===== config.mk =====
export PLATFORM = sky130hd
export DESIGN_NAME = seg_scan_driver_flat
export DESIGN_NICKNAME = d
export VERILOG_FILES = /design/src/rtl/disp_pkg.sv /design/src/rtl/seg_scan_driver_if.sv /design/src/rtl/bin2bcd_seq.sv /design/src/rtl/seg_scan_driver.sv /design/src/flat_wrapper.sv
export SDC_FILE = /design/constraint.sdc
export NUM_CORES = 1
export LEC_CHECK = 0
export BUFFER_PORTS_ARGS = -buffer_cell sky130_fd_sc_hd__clkbuf_2
export CORE_ASPECT_RATIO = 2
export CORE_MARGIN = 1
export CORE_UTILIZATION = 25
export CTS_BUF_LIST = sky130_fd_sc_hd__clkbuf_8 sky130_fd_sc_hd__clkbuf_16
export CTS_CLUSTER_SIZE = 20
export DETAILED_ROUTE_END_ITERATION = 16
export GPL_TIMING_DRIVEN = 0
export PLACE_DENSITY = 0.44
export SYNTH_ARGS = -nofsm -noshare
export SYNTH_HDL_FRONTEND = slang
export SYNTH_SLANG_ARGS = --single-unit
export TNS_END_PERCENT = 50

===== constraint.sdc =====
create_clock -name clk -period 2.9 [get_ports clk]
set_input_delay 0.29 -clock clk [delete_from_list [all_inputs] [get_ports clk]]
set_output_delay 0.29 -clock clk [all_outputs]
set_load 0.02 [all_outputs]

===== src/rtl/disp_pkg.sv =====
// Shared types and constants for the 3-digit scanned display driver.
// Segment patterns are active-low, ordered {g,f,e,d,c,b,a}.
package disp_pkg;

  typedef enum logic [1:0] {
    ST_IDLE   = 2'd0,
    ST_SHIFT  = 2'd1,
    ST_COMMIT = 2'd2
  } state_e;

  localparam int NUM_DIGITS = 3;

  localparam logic [6:0] SEG_BLANK = 7'b1111111;

  localparam logic [6:0] SEG_LUT [10] = '{
    7'b1000000, 7'b1111001, 7'b0100100,
    7'b0110000, 7'b0011001, 7'b0010010,
    7'b0000010, 7'b1111000, 7'b0000000,
    7'b0010000
  };

  function automatic logic [6:0] seg_of(
    input logic [3:0] d
  );
    logic [6:0] s;
    s = SEG_BLANK;
    if (d < 4'd10) s = SEG_LUT[d];
    return s;
  endfunction

endpackage


===== src/rtl/seg_scan_driver_if.sv =====
// Load handshake between the multiplier datapath and the display driver.
// The producer drives load/value; the driver reports busy.
interface seg_scan_driver_if;
  logic       load;
  logic [7:0] value;
  logic       busy;

  modport master (
    output load,
    output value,
    input  busy
  );

  modport slave (
    input  load,
    input  value,
    output busy
  );
endinterface


===== src/rtl/bin2bcd_seq.sv =====
// Sequential double-dabble: 8-bit binary to 3-digit BCD.
// One shift per cycle; done_pulse marks the COMMIT cycle.
module bin2bcd_seq
  import disp_pkg::*;
(
  input  logic        clk,
  input  logic        rst,
  input  logic        load,
  input  logic [7:0]  value,
  output logic        busy,
  output logic        done_pulse,
  output logic [11:0] bcd
);

  state_e      r_state;
  logic [7:0]  r_bin;
  logic [11:0] r_bcd;
  logic [2:0]  r_cnt;
  logic [11:0] w_adj;

  // Correction is applied to the pre-shift nibbles
  always_comb begin
    w_adj = r_bcd;
    for (int i = 0; i < NUM_DIGITS; i++) begin
      if (r_bcd[4*i +: 4] >= 4'd5)
        w_adj[4*i +: 4] = r_bcd[4*i +: 4] + 4'd3;
    end
  end

  always_ff @(posedge clk) begin
    if (rst) begin
      r_state <= ST_IDLE;
      r_bin   <= '0;
      r_bcd   <= '0;
      r_cnt   <= '0;
    end else begin
      unique case (r_state)
        ST_IDLE: begin
          if (load) begin
            r_bin   <= value;
            r_bcd   <= '0;
            r_cnt   <= '0;
            r_state <= ST_SHIFT;
          end
        end
        ST_SHIFT: begin
          {r_bcd, r_bin} <= {w_adj[10:0], r_bin, 1'b0};
          r_cnt <= r_cnt + 3'd1;
          if (r_cnt == 3'd7) r_state <= ST_COMMIT;
        end
        ST_COMMIT: r_state <= ST_IDLE;
        default:   r_state <= ST_IDLE;
      endcase
    end
  end

  assign busy       = (r_state != ST_IDLE);
  assign done_pulse = (r_state == ST_COMMIT);
  assign bcd        = r_bcd;

endmodule


===== src/rtl/seg_scan_driver.sv =====
// Top level: refresh scan, display registers, blanking and
// registered anode/segment outputs fed by the BCD converter.
module seg_scan_driver
  import disp_pkg::*;
#(
  parameter int REFRESH_TICKS = 80000
) (
  input  logic               clk,
  input  logic               rst,
  seg_scan_driver_if.slave   bus,
  output logic [2:0]         an,
  output logic [6:0]         seg
);

  localparam int TW = $clog2(REFRESH_TICKS);
  localparam logic [TW-1:0] TICK_MAX = TW'(REFRESH_TICKS - 1);

  logic          w_busy;
  logic          w_done;
  logic [11:0]   w_bcd;

  logic [TW-1:0] r_tick;
  logic [1:0]    r_idx;
  logic [3:0]    r_dig_h;
  logic [3:0]    r_dig_t;
  logic [3:0]    r_dig_o;
  logic [2:0]    r_an;
  logic [6:0]    r_seg;

  logic          w_wrap;
  logic [1:0]    w_idx_nxt;
  logic [3:0]    w_h_nxt;
  logic [3:0]    w_t_nxt;
  logic [3:0]    w_o_nxt;
  logic [2:0]    w_an_nxt;
  logic [6:0]    w_seg_nxt;

  bin2bcd_seq u_conv (
    .clk        (clk),
    .rst        (rst),
    .load       (bus.load),
    .value      (bus.value),
    .busy       (w_busy),
    .done_pulse (w_done),
    .bcd        (w_bcd)
  );

  assign bus.busy = w_busy;

  assign w_wrap = (r_tick == TICK_MAX);

  // Outputs are built from next-state values so index and digit
  // always switch together, even when COMMIT meets a wrap.
  always_comb begin
    w_idx_nxt = r_idx;
    if (w_wrap)
      w_idx_nxt = (r_idx == 2'd2) ? 2'd0 : r_idx + 2'd1;
    w_h_nxt = w_done ? w_bcd[11:8] : r_dig_h;
    w_t_nxt = w_done ? w_bcd[7:4]  : r_dig_t;
    w_o_nxt = w_done ? w_bcd[3:0]  : r_dig_o;
  end

  always_comb begin
    w_an_nxt  = 3'b110;
    w_seg_nxt = seg_of(w_o_nxt);
    unique case (1'b1)
      (w_idx_nxt == 2'd1): begin
        w_an_nxt  = 3'b101;
        w_seg_nxt = (w_h_nxt == 4'd0 && w_t_nxt == 4'd0)
                  ? SEG_BLANK : seg_of(w_t_nxt);
      end
      (w_idx_nxt == 2'd2): begin
        w_an_nxt  = 3'b011;
        w_seg_nxt = (w_h_nxt == 4'd0)
                  ? SEG_BLANK : seg_of(w_h_nxt);
      end
      default: ;
    endcase
  end

  always_ff @(posedge clk) begin
    if (rst) begin
      r_tick  <= '0;
      r_idx   <= 2'd0;
      r_dig_h <= 4'd0;
      r_dig_t <= 4'd0;
      r_dig_o <= 4'd0;
      r_an    <= 3'b110;
      r_seg   <= 7'b1000000;
    end else begin
      r_tick  <= w_wrap ? '0 : r_tick + 1'b1;
      r_idx   <= w_idx_nxt;
      r_dig_h <= w_h_nxt;
      r_dig_t <= w_t_nxt;
      r_dig_o <= w_o_nxt;
      r_an    <= w_an_nxt;
      r_seg   <= w_seg_nxt;
    end
  end

  assign an  = r_an;
  assign seg = r_seg;

endmodule


===== src/flat_wrapper.sv =====
// flat-port wrapper written by rule: the top's interface ports become plain ports
module seg_scan_driver_flat import disp_pkg::*;
#(
  parameter int REFRESH_TICKS = 80000
)
  (clk, rst, an, seg, bus_load, bus_value, bus_busy);
  seg_scan_driver_if bus_i ();
  input  logic clk;
  input  logic rst;
  output logic [2:0] an;
  output logic [6:0] seg;
  input wire logic [$bits(bus_i.load)-1:0] bus_load;
  input wire logic [$bits(bus_i.value)-1:0] bus_value;
  output wire logic [$bits(bus_i.busy)-1:0] bus_busy;
  assign bus_i.load = bus_load;
  assign bus_i.value = bus_value;
  assign bus_busy = bus_i.busy;
  seg_scan_driver #(.REFRESH_TICKS(REFRESH_TICKS)) u_core (.clk(clk), .rst(rst), .bus(bus_i), .an(an), .seg(seg));
endmodule

==> metrics.cfg <==
[status]
status = complete, no violations

[global_routing]
grt_remaining_overflow = 0
grt_max_degree = 11
grt-busiest-layer = met2
grt_use_met3_pct = 2.69
use_met1_pct = 13.9
grt_pass1_wl_um = 15900
grt_pass1_vias = 3169
antenna_found_initial = 0
grt_usage_pct = 14.3
grt_util_met2_pct = 26.6

[setup_path]
endpoint_kind = register
path_class = register to register
crit_buf_inv = 2
cp_max_fo = 10
cp_data_required_time_ns = 3.11
cp-start-kind = register
startpoint = u_core.r_tick[3]
ff2ff_setup_slack_ns = 0.13
r2r_end = u_core.seg[6]
cp_slowest_cell = or4b_1
cp_top_family = simple AND/OR/NAND/NOR gates
crit_chain = nand3_1 > nor3_4 > and4_4 > mux2i_4 > inv_1 > ha_4 > clkbuf_8 > a311oi_1 > or4b_1
worstPathArrival_ns = 2.98
worst-r2r-cell-count = 9
cpPeakStageDelay_ns = 0.54
rr_startpoint = u_core.r_tick[3]

[sta]
clock_skew_ns = 0.00625
slew_headroom_pct = 48.8
finalSetupTns_ns = 0
setup_violations = 0
setup_ws_ns = 0.130
period_share_pct = 95.5
final_hold_viol_count = 0
drv_slew = 0
fmax_mhz = 361
rsz0062_at_grt = false
fin_crit_ns = 2.77
max_slew.worst_pin.slew_ns = 0.758

[floorplan]
die_area_um2 = 14900
initial_core_util_pct = 25.8
core_um2 = 14000
rows = 61
die_w_um = 86.9
fp.dieH_um = 172
ioPinCount = 22

[placed_design]
dpl_cell_area_um2 = 3940
port_buffers = 20
gp_congestion = 0.845
placed_cells = 626
post-place-ws_ns = -0.549
dpl.hpwl_um = 7410

[cts]
cts_sinks = 66
tritoncts = done
clock_latency_ns = 0.33
cts-root-to-sink-buffers = 2
cts_root_buffer = clkbuf_16
path_clk_slew_ns = 0.06
cts_buffers = 9
cts-htree-levels = 3
ctsHoldBuffers = 0

[cells_and_area]
fin_nets = 485
layout-drive-gt1-share_pct = 17.1
final.fill_count = 1502
final_design_area_no_fill_um2 = 4340
antennaDiodeCount = 0
syn2layout_area_growth_pct = 20.3
fin_cells = 645

[logic_synthesis]
synth_edf_count = 0
syn_area_um2 = 3600
async_reset_ff_share_pct = 0
syn_avg_cell_area_um2 = 8.64
syn_nets = 450
synthTopCellsByArea = dfxtp_1, ha_1, nor2_1
yosysUniqueCellTypes = 61
ys_seq_area_share_pct = 36.7
synth_top_area_cell = dfxtp_1
synth_warnings = 0
synth_top_area_share_pct = 36.7
synth-seq-cells = 66
netlist_instances = 417
synthFlopType = dfxtp_1

[routing]
routedWlPerCell_um = 15.1
wl_um = 9730
drtPass1Iterations = 4
drc = 0
postRouteAntennaNets = 0
viasPerCell = 4.77
drt_iter0_markers = 152
vias = 3077

[pwr]
peakVddDrop_v = 0.000273
leakagePower_nw = 1.75
pwr_density_cell_nw_per_um2 = 470

[hold_path]
hold_end = u_core.u_conv.r_bin[7]
hp-class = input pin to register
hold_start = bus_value[7]
hold_depth = 3

[run]
maxCapViolations = 0

[how the worst max path moves through the flow]
stage	endpoint	cells past startpoint
after global placement	u_core.seg[6]	10
after detailed placement	u_core.seg[6]	10
final	u_core.seg[6]	9
after global routing	u_core.seg[6]	9
after floorplan	u_core.seg[6]	11
after CTS	u_core.seg[6]	10
[routing by layer]
layer  routed length, um  share of wire [%]  vias to the layer above
met1                3690                 38                     1464
met2                5320                 55                       50
li1                    -                  -                     1540
met3                 230                2.4                       23
met5                   0                  0                        -
met4                 499                5.1                        0
[cells in the final DEF, fill, tap and decap left out, types with 7 or more instances in the layout]
master / instances
mux2i_1: 7
a21oi_1: 21
xor2_1: 10
dfxtp_1: 66
inv_1: 21
nand3_1: 8
nor2b_1: 12
clkbuf_1: 17
nor2_1: 66
a22oi_1: 7
ha_1: 19
clkbuf_16: 9
o21ai_0: 11
nand2_1: 18
nand2b_1: 11
xnor2_1: 13
clkbuf_2: 20
nor3_1: 8
[sequential cells by signal (all words and copies together), names as in the netlist]
register / flops
u_core.r_tick: 17
u_core.u_conv.bcd: 12
u_core.u_conv.r_bin: 8
u_core.seg: 7
u_core.r_dig_h: 4
u_core.r_dig_o: 4
u_core.r_dig_t: 4
u_core.an: 3
u_core.u_conv.r_cnt: 3
u_core.r_idx: 2
u_core.u_conv.r_state: 2
[kinds of logic after synthesis]
kind of cell	after synthesis	share of synthesized area, %
buffers and inverters	45	5.07
AOI/OAI and AO/OA	89	17.5
and+or+nand+nor	153	20.9
xor gates and xnor gates	23	5.59
DFF	66	36.7
adders and majority gates	22	7.64
muxes	19	6.59
[power by group]
part | leakage (nW) | switching, mW | total [mW] | internal, mW
Combinational | 1.08 | 0.0629 | 0.100 | 0.0376
Sequential | 0.535 | 0.0121 | 0.936 | 0.924
Clock | 0.142 | 0.388 | 1.00 | 0.612
[layout make-up]
| class | count | area (um2) | area share (%) |
|---|---|---|---|
| Timing Repair Buffer | 25 | 138 | 3.17 |
| Inverter | 22 | 82.6 | 1.90 |
| Clock buffer | 11 | 253 | 5.83 |
| Tap cell | 189 | 236 | 5.45 |
| Sequential cell | 66 | 1320 | 30.5 |
| Clock inverter | 4 | 18.8 | 0.433 |
| Multi-Input combinational cell | 306 | 2180 | 50.3 |
| Buffer | 22 | 105 | 2.42 |
[worst register-to-register path, stage by stage (launching register included)]
cell and delay (ns):
dfxtp_1 0.38, nand3_1 0.22, nor3_4 0.26, and4_4 0.30
mux2i_4 0.28, inv_1 0.12, ha_4 0.30, clkbuf_8 0.16
a311oi_1 0.08, or4b_1 0.54
[synth_stat cells (2+ instances only)]
master     number
a2111oi_0       2
a211oi_1        2
a21o_1          2
a21oi_1        21
a221oi_1        4
a22oi_1         7
a311oi_1        3
a31o_2          3
a31oi_1         5
a32oi_1         3
and3_1          6
buf_2           2
clkbuf_1       18
dfxtp_1        66
ha_1           22
inv_1          20
inv_2           2
mux2_2          2
mux2i_1        10
mux2i_2         4
mux2i_4         2
nand2_1        18
nand2b_1       11
nand3_1         8
nand4_1         3
nor2_1         67
nor2b_1        12
nor3_1          9
nor3b_1         2
nor4_1          4
nor4b_1         2
o211ai_1        4
o21a_1          2
o21ai_0        11
o221a_2         6
o221ai_1        2
o311ai_0        2
o31ai_1         2
or2_2           3
xnor2_1        13
xor2_1         10
[metrics by stage]
stage                     total power [mW]  hold slack (ns)  util [%]
after floorplan                       1.02            0.388         -
after global placement                1.05            0.422      28.2
after detailed placement              1.06            0.435      28.2
after CTS                             2.07            0.235      30.8
after global routing                  2.13            0.255      31.1
final                                 2.04            0.244      31.1
[repair_timing]
item,4_1_cts,5_1_grt
gates resized for setup,18,3
buffers inserted,1,4
cloned,0,0
pin swaps,2,2
endpoints found under the setup margin,7,4
Note: power is estimated with default switching activity, not from simulation.
